--- src/rtl/mc_controller_if.sv ---
// Purpose: control bundle between the multicycle controller and its datapath.
//   opcode, func, mem_ready : datapath -> controller (instruction fields, memory handshake)
//   PCWriteCond .. ALUSrcA  : controller -> datapath (1-bit write enables / selects)
//   PCSource, ALUSrcB, ALUOp: controller -> datapath (2-bit select fields)
//   BranchNE, trap          : branch polarity and sticky fault flag
//   curr_state, retired     : state encoding and retired-instruction count
interface mc_controller_if #(
  parameter int unsigned CNT_W = 32
);
  logic [5:0]       opcode;
  logic [5:0]       func;
  logic             mem_ready;
  logic             PCWriteCond;
  logic             PCWrite;
  logic             IorD;
  logic             MemRead;
  logic             MemWrite;
  logic             MemtoReg;
  logic             IRWrite;
  logic             RegWrite;
  logic             RegDst;
  logic             ALUSrcA;
  logic [1:0]       PCSource;
  logic [1:0]       ALUSrcB;
  logic [1:0]       ALUOp;
  logic             BranchNE;
  logic             trap;
  logic [3:0]       curr_state;
  logic [CNT_W-1:0] retired;

  // Controller side.
  modport master (
    input  opcode, func, mem_ready,
    output PCWriteCond, PCWrite, IorD, MemRead, MemWrite, MemtoReg, IRWrite,
           RegWrite, RegDst, ALUSrcA, PCSource, ALUSrcB, ALUOp, BranchNE,
           trap, curr_state, retired
  );

  // Datapath side.
  modport slave (
    output opcode, func, mem_ready,
    input  PCWriteCond, PCWrite, IorD, MemRead, MemWrite, MemtoReg, IRWrite,
           RegWrite, RegDst, ALUSrcA, PCSource, ALUSrcB, ALUOp, BranchNE,
           trap, curr_state, retired
  );
endinterface

--- src/rtl/mc_controller.sv ---
// Purpose: multicycle MIPS-style control FSM with memory wait timeout, sticky
// trap state and a retired-instruction counter.
//   clk : rising-edge clock
//   rst : asynchronous active-low reset
//   bus : mc_controller_if.master (instruction fields and mem_ready in,
//         datapath controls, trap, curr_state and retired out)
module mc_controller #(
  parameter int unsigned CNT_W    = 32,
  parameter int unsigned WAIT_MAX = 15,
  parameter bit          EN_BNE   = 1'b1
) (
  input logic            clk,
  input logic            rst,
  mc_controller_if.master bus
);

  localparam int unsigned WCNT_W = 8;

  localparam logic [5:0] OP_R    = 6'h00;
  localparam logic [5:0] OP_J    = 6'h02;
  localparam logic [5:0] OP_BEQ  = 6'h04;
  localparam logic [5:0] OP_BNE  = 6'h05;
  localparam logic [5:0] OP_ADDI = 6'h08;
  localparam logic [5:0] OP_LW   = 6'h23;
  localparam logic [5:0] OP_SW   = 6'h2B;
  localparam logic [5:0] FN_JR   = 6'h08;

  typedef enum logic [3:0] {
    S_FETCH  = 4'h0,
    S_DECODE = 4'h1,
    S_MADDR  = 4'h2,
    S_MEMLW  = 4'h3,
    S_MEMR   = 4'h4,
    S_MEMSW  = 4'h5,
    S_EXEC   = 4'h6,
    S_RCOMP  = 4'h7,
    S_BRANCH = 4'h8,
    S_JUMP   = 4'h9,
    S_IMM    = 4'hA,
    S_JR     = 4'hB,
    S_TRAP   = 4'hC,
    S_INIT   = 4'hF
  } state_e;

  state_e            state_q, state_d;
  logic [WCNT_W-1:0] wait_q, wait_d;
  logic [CNT_W-1:0]  retired_q, retired_d;
  logic              trap_q;
  logic              stall;
  logic              wait_hit;

  logic              pc_write_cond_c, pc_write_c, iord_c, mem_read_c, mem_write_c;
  logic              mem_to_reg_c, ir_write_c, reg_write_c, reg_dst_c, alu_src_a_c;
  logic [1:0]        pc_source_c, alu_src_b_c, alu_op_c;
  logic              branch_ne_c;

  assign wait_hit = (wait_q == WCNT_W'(WAIT_MAX));

  // State, wait counter, retire counter and trap flag.
  always_ff @(posedge clk or negedge rst) begin
    if (!rst) begin
      state_q   <= S_INIT;
      wait_q    <= '0;
      retired_q <= '0;
      trap_q    <= 1'b0;
    end else begin
      state_q   <= state_d;
      wait_q    <= wait_d;
      retired_q <= retired_d;
      trap_q    <= (state_d == S_TRAP);
    end
  end

  // Next state, wait-timeout and retirement.
  always_comb begin
    state_d   = state_q;
    wait_d    = wait_q;
    retired_d = retired_q;
    stall     = 1'b0;

    case (state_q)
      S_INIT:  state_d = S_FETCH;
      S_FETCH: begin
        if (bus.mem_ready) state_d = S_DECODE;
        else               stall   = 1'b1;
      end
      S_DECODE: begin
        case (bus.opcode)
          OP_LW, OP_SW, OP_ADDI: state_d = S_MADDR;
          OP_R:                  state_d = S_EXEC;
          OP_BEQ:                state_d = S_BRANCH;
          OP_BNE:                state_d = EN_BNE ? S_BRANCH : S_TRAP;
          OP_J:                  state_d = S_JUMP;
          default:               state_d = S_TRAP;
        endcase
      end
      S_MADDR: begin
        case (bus.opcode)
          OP_LW:   state_d = S_MEMLW;
          OP_SW:   state_d = S_MEMSW;
          OP_ADDI: state_d = S_IMM;
          default: state_d = S_TRAP;
        endcase
      end
      S_MEMLW: begin
        if (bus.mem_ready) state_d = S_MEMR;
        else               stall   = 1'b1;
      end
      S_MEMSW: begin
        if (bus.mem_ready) state_d = S_FETCH;
        else               stall   = 1'b1;
      end
      S_EXEC:  state_d = (bus.func == FN_JR) ? S_JR : S_RCOMP;
      S_MEMR, S_RCOMP, S_BRANCH, S_JUMP, S_IMM, S_JR: state_d = S_FETCH;
      S_TRAP:  state_d = S_TRAP;
      default: state_d = S_TRAP;
    endcase

    // A stalled access traps once the counter has already reached the limit.
    if (stall) begin
      if (wait_hit) state_d = S_TRAP;
      else          wait_d  = wait_q + WCNT_W'(1);
    end else if (state_d != state_q) begin
      wait_d = '0;
    end

    if (state_d == S_FETCH &&
        state_q inside {S_MEMR, S_MEMSW, S_RCOMP, S_BRANCH, S_JUMP, S_IMM, S_JR}) begin
      retired_d = retired_q + CNT_W'(1);
    end
  end

  // Datapath control decode; INIT and TRAP leave everything deasserted.
  always_comb begin
    pc_write_cond_c = 1'b0;
    pc_write_c      = 1'b0;
    iord_c          = 1'b0;
    mem_read_c      = 1'b0;
    mem_write_c     = 1'b0;
    mem_to_reg_c    = 1'b0;
    ir_write_c      = 1'b0;
    reg_write_c     = 1'b0;
    reg_dst_c       = 1'b0;
    alu_src_a_c     = 1'b0;
    pc_source_c     = 2'b00;
    alu_src_b_c     = 2'b00;
    alu_op_c        = 2'b00;
    branch_ne_c     = 1'b0;

    case (state_q)
      S_FETCH: begin
        mem_read_c  = 1'b1;
        ir_write_c  = bus.mem_ready;
        pc_write_c  = bus.mem_ready;
        alu_src_b_c = 2'b01;
      end
      S_DECODE: alu_src_b_c = 2'b11;
      S_MADDR, S_IMM: begin
        alu_src_a_c = 1'b1;
        alu_src_b_c = 2'b10;
        reg_write_c = (state_q == S_IMM);
      end
      S_MEMLW: begin
        alu_src_a_c = 1'b1;
        alu_src_b_c = 2'b10;
        iord_c      = 1'b1;
        mem_read_c  = 1'b1;
      end
      S_MEMR: begin
        alu_src_a_c  = 1'b1;
        alu_src_b_c  = 2'b10;
        iord_c       = 1'b1;
        reg_write_c  = 1'b1;
        mem_to_reg_c = 1'b1;
      end
      S_MEMSW: begin
        alu_src_a_c = 1'b1;
        alu_src_b_c = 2'b10;
        iord_c      = 1'b1;
        mem_write_c = 1'b1;
      end
      S_EXEC, S_RCOMP, S_JR: begin
        alu_src_a_c = 1'b1;
        alu_op_c    = 2'b10;
        if (state_q == S_RCOMP) begin
          reg_write_c = 1'b1;
          reg_dst_c   = 1'b1;
        end
        if (state_q == S_JR) begin
          pc_write_c  = 1'b1;
          pc_source_c = 2'b11;
        end
      end
      S_BRANCH: begin
        alu_src_a_c     = 1'b1;
        alu_op_c        = 2'b01;
        pc_source_c     = 2'b01;
        pc_write_cond_c = 1'b1;
        branch_ne_c     = EN_BNE && (bus.opcode == OP_BNE);
      end
      S_JUMP: begin
        pc_write_c  = 1'b1;
        pc_source_c = 2'b10;
      end
      default: ;
    endcase
  end

  assign bus.PCWriteCond = pc_write_cond_c;
  assign bus.PCWrite     = pc_write_c;
  assign bus.IorD        = iord_c;
  assign bus.MemRead     = mem_read_c;
  assign bus.MemWrite    = mem_write_c;
  assign bus.MemtoReg    = mem_to_reg_c;
  assign bus.IRWrite     = ir_write_c;
  assign bus.RegWrite    = reg_write_c;
  assign bus.RegDst      = reg_dst_c;
  assign bus.ALUSrcA     = alu_src_a_c;
  assign bus.PCSource    = pc_source_c;
  assign bus.ALUSrcB     = alu_src_b_c;
  assign bus.ALUOp       = alu_op_c;
  assign bus.BranchNE    = branch_ne_c;
  assign bus.trap        = trap_q;
  assign bus.curr_state  = state_q;
  assign bus.retired     = retired_q;

endmodule

--- src/flat_wrapper.sv ---
// flat-port wrapper written by rule: the top's interface ports become plain ports
module mc_controller_flat 
#(
  parameter int unsigned CNT_W    = 32,
  parameter int unsigned WAIT_MAX = 15,
  parameter bit          EN_BNE   = 1'b1
)
  (clk, rst, bus_opcode, bus_func, bus_mem_ready, bus_PCWriteCond, bus_PCWrite, bus_IorD, bus_MemRead, bus_MemWrite, bus_MemtoReg, bus_IRWrite, bus_RegWrite, bus_RegDst, bus_ALUSrcA, bus_PCSource, bus_ALUSrcB, bus_ALUOp, bus_BranchNE, bus_trap, bus_curr_state, bus_retired);
  mc_controller_if #(.CNT_W(CNT_W)) bus_i ();
  input logic clk;
  input logic rst;
  input wire logic [$bits(bus_i.opcode)-1:0] bus_opcode;
  input wire logic [$bits(bus_i.func)-1:0] bus_func;
  input wire logic [$bits(bus_i.mem_ready)-1:0] bus_mem_ready;
  output wire logic [$bits(bus_i.PCWriteCond)-1:0] bus_PCWriteCond;
  output wire logic [$bits(bus_i.PCWrite)-1:0] bus_PCWrite;
  output wire logic [$bits(bus_i.IorD)-1:0] bus_IorD;
  output wire logic [$bits(bus_i.MemRead)-1:0] bus_MemRead;
  output wire logic [$bits(bus_i.MemWrite)-1:0] bus_MemWrite;
  output wire logic [$bits(bus_i.MemtoReg)-1:0] bus_MemtoReg;
  output wire logic [$bits(bus_i.IRWrite)-1:0] bus_IRWrite;
  output wire logic [$bits(bus_i.RegWrite)-1:0] bus_RegWrite;
  output wire logic [$bits(bus_i.RegDst)-1:0] bus_RegDst;
  output wire logic [$bits(bus_i.ALUSrcA)-1:0] bus_ALUSrcA;
  output wire logic [$bits(bus_i.PCSource)-1:0] bus_PCSource;
  output wire logic [$bits(bus_i.ALUSrcB)-1:0] bus_ALUSrcB;
  output wire logic [$bits(bus_i.ALUOp)-1:0] bus_ALUOp;
  output wire logic [$bits(bus_i.BranchNE)-1:0] bus_BranchNE;
  output wire logic [$bits(bus_i.trap)-1:0] bus_trap;
  output wire logic [$bits(bus_i.curr_state)-1:0] bus_curr_state;
  output wire logic [$bits(bus_i.retired)-1:0] bus_retired;
  assign bus_i.opcode = bus_opcode;
  assign bus_i.func = bus_func;
  assign bus_i.mem_ready = bus_mem_ready;
  assign bus_PCWriteCond = bus_i.PCWriteCond;
  assign bus_PCWrite = bus_i.PCWrite;
  assign bus_IorD = bus_i.IorD;
  assign bus_MemRead = bus_i.MemRead;
  assign bus_MemWrite = bus_i.MemWrite;
  assign bus_MemtoReg = bus_i.MemtoReg;
  assign bus_IRWrite = bus_i.IRWrite;
  assign bus_RegWrite = bus_i.RegWrite;
  assign bus_RegDst = bus_i.RegDst;
  assign bus_ALUSrcA = bus_i.ALUSrcA;
  assign bus_PCSource = bus_i.PCSource;
  assign bus_ALUSrcB = bus_i.ALUSrcB;
  assign bus_ALUOp = bus_i.ALUOp;
  assign bus_BranchNE = bus_i.BranchNE;
  assign bus_trap = bus_i.trap;
  assign bus_curr_state = bus_i.curr_state;
  assign bus_retired = bus_i.retired;
  mc_controller #(.CNT_W(CNT_W), .WAIT_MAX(WAIT_MAX), .EN_BNE(EN_BNE)) u_core (.clk(clk), .rst(rst), .bus(bus_i));
endmodule
--- config.mk ---
export PLATFORM = sky130hd
export DESIGN_NAME = mc_controller_flat
export DESIGN_NICKNAME = d
export VERILOG_FILES = /design/src/rtl/mc_controller_if.sv /design/src/rtl/mc_controller.sv /design/src/flat_wrapper.sv
export SDC_FILE = /design/constraint.sdc
export NUM_CORES = 1
export LEC_CHECK = 0
export CAP_MARGIN = 20
export CORE_MARGIN = 1
export CORE_UTILIZATION = 50
export CTS_CLUSTER_SIZE = 25
export DETAILED_ROUTE_END_ITERATION = 6
export MAX_ROUTING_LAYER = met4
export PLACE_DENSITY = 0.81
export SLEW_MARGIN = 20
export SYNTH_ARGS = -nofsm -noshare
export SYNTH_HDL_FRONTEND = slang
export SYNTH_SLANG_ARGS = --single-unit
--- constraint.sdc ---
create_clock -name clk -period 2.6 [get_ports clk]
set_input_delay 0.52 -clock clk [delete_from_list [all_inputs] [get_ports clk]]
set_output_delay 0.52 -clock clk [all_outputs]
set_load 0.01 [all_outputs]
# == After elaboration in Yosys (flattened, before gate mapping) ==
# Index checks and enable logic that the tools add are counted.
# word_totals
ff_bits,45
output_inout_bits,54
word_cells,77
# op_classes
n_addsub,2
eq_ne,23
mux,31
n_reduce_logical,17
# op_table
cell,n
$add 32x1->32 const B,1
$pmux 4 s7,1
$eq 4x4->1 const B,6
$mux 4,6
$mux 8,3
$eq 4x3->1 const B,4
$pmux 4 s4,1
$mux 1,13
$eq 6x3->1 const B,2
$eq 6x4->1 const B,2
$eq 6x6->1 const B,2
$pmux 2 s3,2
$pmux 4 s3,1
$reduce_or 3->1,4
$reduce_or 9->1,1
$add 8x1->8 const B,1
$eq 4x2->1 const B,2
$eq 8x4->1 const B,1
$logic_not 4->1,2
$reduce_bool 7->1,1
$reduce_or 7->1,1
$eq 6x2->1 const B,1
$logic_not 6->1,1
$pmux 1 s3,2
10 further kinds,12

# == Depth between registers and ports, before layout ==
# logic_depth
ltp_word,8
mapped_depth,9
mapped_depth_nobuf,7

# == Least setup slack after synthesis ==
# OpenSTA, ideal clock, no wires.
# synth_timing
kind,input to register
from,in bus_func[1]
to,reg u_core.retired_q[25] (netlist: u_core.bus.retired[25])
setup_time_ns,0.125
t_arrival_ns,2.172
required_ns,2.475
setup_slack_ns,0.303
path_stages,6
n_path_buf,0
cell_sequence,or4b_4 o311ai_4 nand3_4 nor4_4 nand4_1 xnor2_1
# synth_via
elab_chain_cells,7
# synth_lines
element,line_no,rtl
from (decl),flat_wrapper.sv:13,input wire logic [$bits(bus_i.func)-1:0] bus_func;
$eq 6x4->1 *,mc_controller.sv:113,S_EXEC: state_d = (bus.func == FN_JR) ? S_JR : S_RCOMP;
$mux 4 *,mc_controller.sv:113,
$pmux 4 s7 *,mc_controller.sv:81,case (state_q)
$mux 4,mc_controller.sv:121,if (wait_hit) state_d = S_TRAP;
$mux 4 *,mc_controller.sv:120,if (stall) begin
$logic_not 4->1 *,mc_controller.sv:127,if (state_d == S_FETCH &&
$logic_and 1x1->1 *,mc_controller.sv:128,"state_q inside {S_MEMR, S_MEMSW, S_RCOMP, S_BRANCH, S_JUMP, S_IMM, S_JR}) begin"
to (signal assigned),mc_controller.sv:69,retired_q <= retired_d;
to (decl),mc_controller.sv:47,"logic [CNT_W-1:0] retired_q, retired_d;"
# Mark *: on every way between the ends. The rest lies on a longest branch, timed or not.
# A chain may end at the register's enable or synchronous reset.

# == Worst setup path in the final report ==
# layout_timing
from,reg u_core.state_q[2] (netlist: u_core.bus.curr_state[2])
to,out bus_RegWrite
# layout_via
elab_chain_cells,3
elab_cells_between_ends,10
classes_between,6 x eq/ne; 2 x mux; 2 x reduce/logical
# layout_lines
element,line_no,rtl
from (decl),mc_controller.sv:45,"state_e state_q, state_d;"
from (signal assigned),mc_controller.sv:67,state_q <= state_d;
$eq 4x3->1 (tied with other cells),mc_controller.sv:150,case (state_q)
$reduce_or 3->1 (tied with other cells),mc_controller.sv:150,
$pmux 1 s3 *,mc_controller.sv:150,
to (decl),flat_wrapper.sv:22,output wire logic [$bits(bus_i.RegWrite)-1:0] bus_RegWrite;
# Marked as above.

==> flow_summary.toml <==
[outcome]
status = "completed"

[global_routing]
grt_usage_pct = 25.6
grt_pass1_wl_um = 11700
grt_max_degree = 40
antenna_found_initial = 0
grt_pass1_vias = 2534
grt.overflow.total = 0

[sta]
finalSetupViolCount = 0
skew_ns = 0.0129
worst_slack_ns = 0.0443
period_share_pct = 98.3
relSlewSlack_pct = 67.4
fmax_mhz = 391
fin_crit_ns = 2.56
maxSlewViolCount = 0
hold_viol_final = 0
rsz0062_at_grt = "true"
worst_slew_pin_slew_ns = 0.489

[logic_synthesis]
synthCells = 282
netlist_top_cells_area = "dfrtp_1 (37%), xnor2_1 (6.3%), xor2_1 (4.4%)"
synth_edf_count = 0
seq_area_frac_synth_pct = 40.8
syn_area_per_cell_um2 = 9.83
async_reset_ff_share_pct = 100
synth_area_um2 = 2770
ys_ff_latch = 45
synth_top_cell_by_area = "dfrtp_1"
ys.flop_type = "dfrtp_1"
synth_warnings = 0
syn_nets = 299
synth_top_area_share_pct = 37.0
ys_types = 61

[setup_path]
crit_buf_inv = 1
max_stage_delay_ns = 0.71
r2r-start = "u_core.bus.curr_state[2]$_DFF_PN1_"
critPathKind = "reg2out"
cp-end-kind = "output port"
crit_fanout = 11
r2r_slack_ns = 0.13
cpMaxStageDelayCell = "dfstp_4"
crit_chain = "nand2b_1, nor3_2, o21bai_1, clkdlybuf4s50_1"
rr_worst_depth = 9
arrival_ns = 2.04
worst_ep_required_time_ns = 2.08
r2r_end = "u_core.bus.retired[25]$_DFFE_PN0P_"
path_delay_family = "flip-flops"
start_kind = "flop"

[placement]
dp_slack_ns = -0.278
io_buffer_count = 68
dpl.hpwl_um = 5050
numPlacedInstances = 442
gp_congestion = 0.913
place_area_um2 = 3700

[final_layout]
areaGrowthSynthToFinish_pct = 40.8
mostFrequentLayoutCell = "clkdlybuf4s50_1"
layout.nets = 402
final_util_pct = 74.5
drive_gt1_share_pct = 19.4
diodes = 0
final_cells = 456
final_cell_area_um2 = 3900
layout_common_cells = "clkdlybuf4s50_1 (61), dfrtp_1 (41), buf_4 (37)"

[pwr]
ir_drop_v = 0.000498
p_comb_share_pct = 49.4
clkPwrFrac_pct = 18.3
switching_share_pct = 37.0
p_int_mw = 1.81
finalPower_mw = 2.88
power_density_nw_per_um2 = 737
power_leakage_nw = 1.70
sequentialPowerShare_pct = 32.3
power.switching_mw = 1.06

[route]
firstDrtPassIters = 4
detail_route.iter0.violations = 146
avgRoutedWirePerCell_um = 15.1
num_vias = 2599
avgViaCountPerCell = 5.70
ant_nets = 0
drt_wl_total_um = 6880
remaining_drc_errors = 0

[flow_run]
drv_cap = 0

[clock_network]
clk_pin_slew_worst_paths_ns = 0.09
clock_latency_ns = 0.30
cts-root-buf = "clkbuf_8"
htreeDepth = 2
cts_buffers = 5
numClockSinks = 45
clock_path_buffers = 2
hold_buffers = 0
cts_tree = "yes"

[floorplanning]
dieArea_um2 = 5840
dieWidth_um = 76.5
start_util_pct = 52.9
rows = 26
ios = 69
die_h_um = 76.5
coreArea_um2 = 5240

[hold_path]
hp-class = "in2async"
==> area by class of cell <==
cell class                      count  area [µm²]
Clock buffer                        6        72.6
Clock inverter                      2        38.8
Fill cell                         376        1340
Inverter                            8        30.0
Multi-Input combinational cell    218        1550
Sequential cell                    45        1130
Tap cell                           70        87.6
Timing Repair Buffer              107         983
==> registers in the layout, summed over array words and instances (netlist names) <==
name / count
u_core.bus.curr_state: 4
u_core.wait_q: 8
u_core.bus.trap: 1
u_core.bus.retired: 32
==> power by group through the flow <==
stage | registers (mW) | clock network (mW) | logic (mW)
floorplan | 0.931 | 0 | 0.759
global placement | 0.966 | 0 | 1.28
detailed placement | 0.967 | 0 | 1.32
CTS | 0.937 | 0.536 | 1.37
global route | 0.945 | 0.567 | 1.53
finish | 0.929 | 0.527 | 1.42
==> metal layers <==
metal  share of wire, %  global-route usage (%)  vias up
met5                  0                       -        -
met4                1.1                    7.12        0
met3                5.3                    3.95        8
met2                 51                    43.6       88
met1                 43                    31.4     1264
li1                   -                       -     1239
==> cell usage after synthesis, types with 3 or more instances <==
cell type,instances
dfrtp_1,41
nand2_1,23
nor2_1,20
xnor2_1,20
nand3_1,19
xor2_1,14
nor3_1,13
and3_1,11
nand4_1,9
inv_1,8
o21ai_0,7
o21ai_1,6
nand3b_1,5
nor2b_1,5
a21oi_1,4
and4_1,4
buf_6,4
dfstp_2,4
nor4b_1,4
a31oi_1,3
clkbuf_1,3
mux2_2,3
nand2b_1,3
o211ai_1,3
==> worst max-delay path by stage <==
stage,start,endpoint,slack (ns),cells after the start
detailed placement,bus_func[1],u_core.wait_q[0]$_DFFE_PN0P_,-0.28,8
global placement,bus_func[1],u_core.wait_q[4]$_DFFE_PN0P_,-0.22,8
finish,u_core.bus.curr_state[2]$_DFF_PN1_,bus_RegWrite,0.04,4
global route,u_core.bus.curr_state[2]$_DFF_PN1_,bus_RegWrite,-0.04,5
CTS,u_core.bus.curr_state[2]$_DFF_PN1_,bus_RegWrite,0.002,5
floorplan,bus_func[1],u_core.bus.retired[25]$_DFFE_PN0P_,0.30,6
==> through the flow <==
stage | TNS (ns) | hold slack (ns)
2_1_floorplan | 0 | 0.224
3_3_place_gp | -4.41 | 0.353
3_5_place_dp | -5.92 | 0.361
4_1_cts | 0 | 0.0418
5_1_grt | -0.0432 | 0.0460
6_report | 0 | 0.0404
==> kinds of logic (layout without fill, tap and decap cells) <==
| family | after synthesis | count (layout) | synth area share [%] |
|---|---|---|---|
| XOR/XNOR | 34 | 34 | 10.7 |
| buffers and inverters | 19 | 123 | 3.97 |
| AO/OA/AOI/OAI | 43 | 43 | 12.6 |
| flip-flops | 45 | 45 | 40.8 |
| adder cells (fa/ha/maj) | 2 | 2 | 0.903 |
| AND/OR/NAND/NOR | 135 | 135 | 29.4 |
| multiplexers | 4 | 4 | 1.58 |
==> repair_timing <==
item                       in CTS  in global routing
gates resized for setup         7                  8
setup endpoints to repair       5                 14
pin swaps                       0                  5
buffers inserted                2                  4
(Power assumes the default switching activity.)
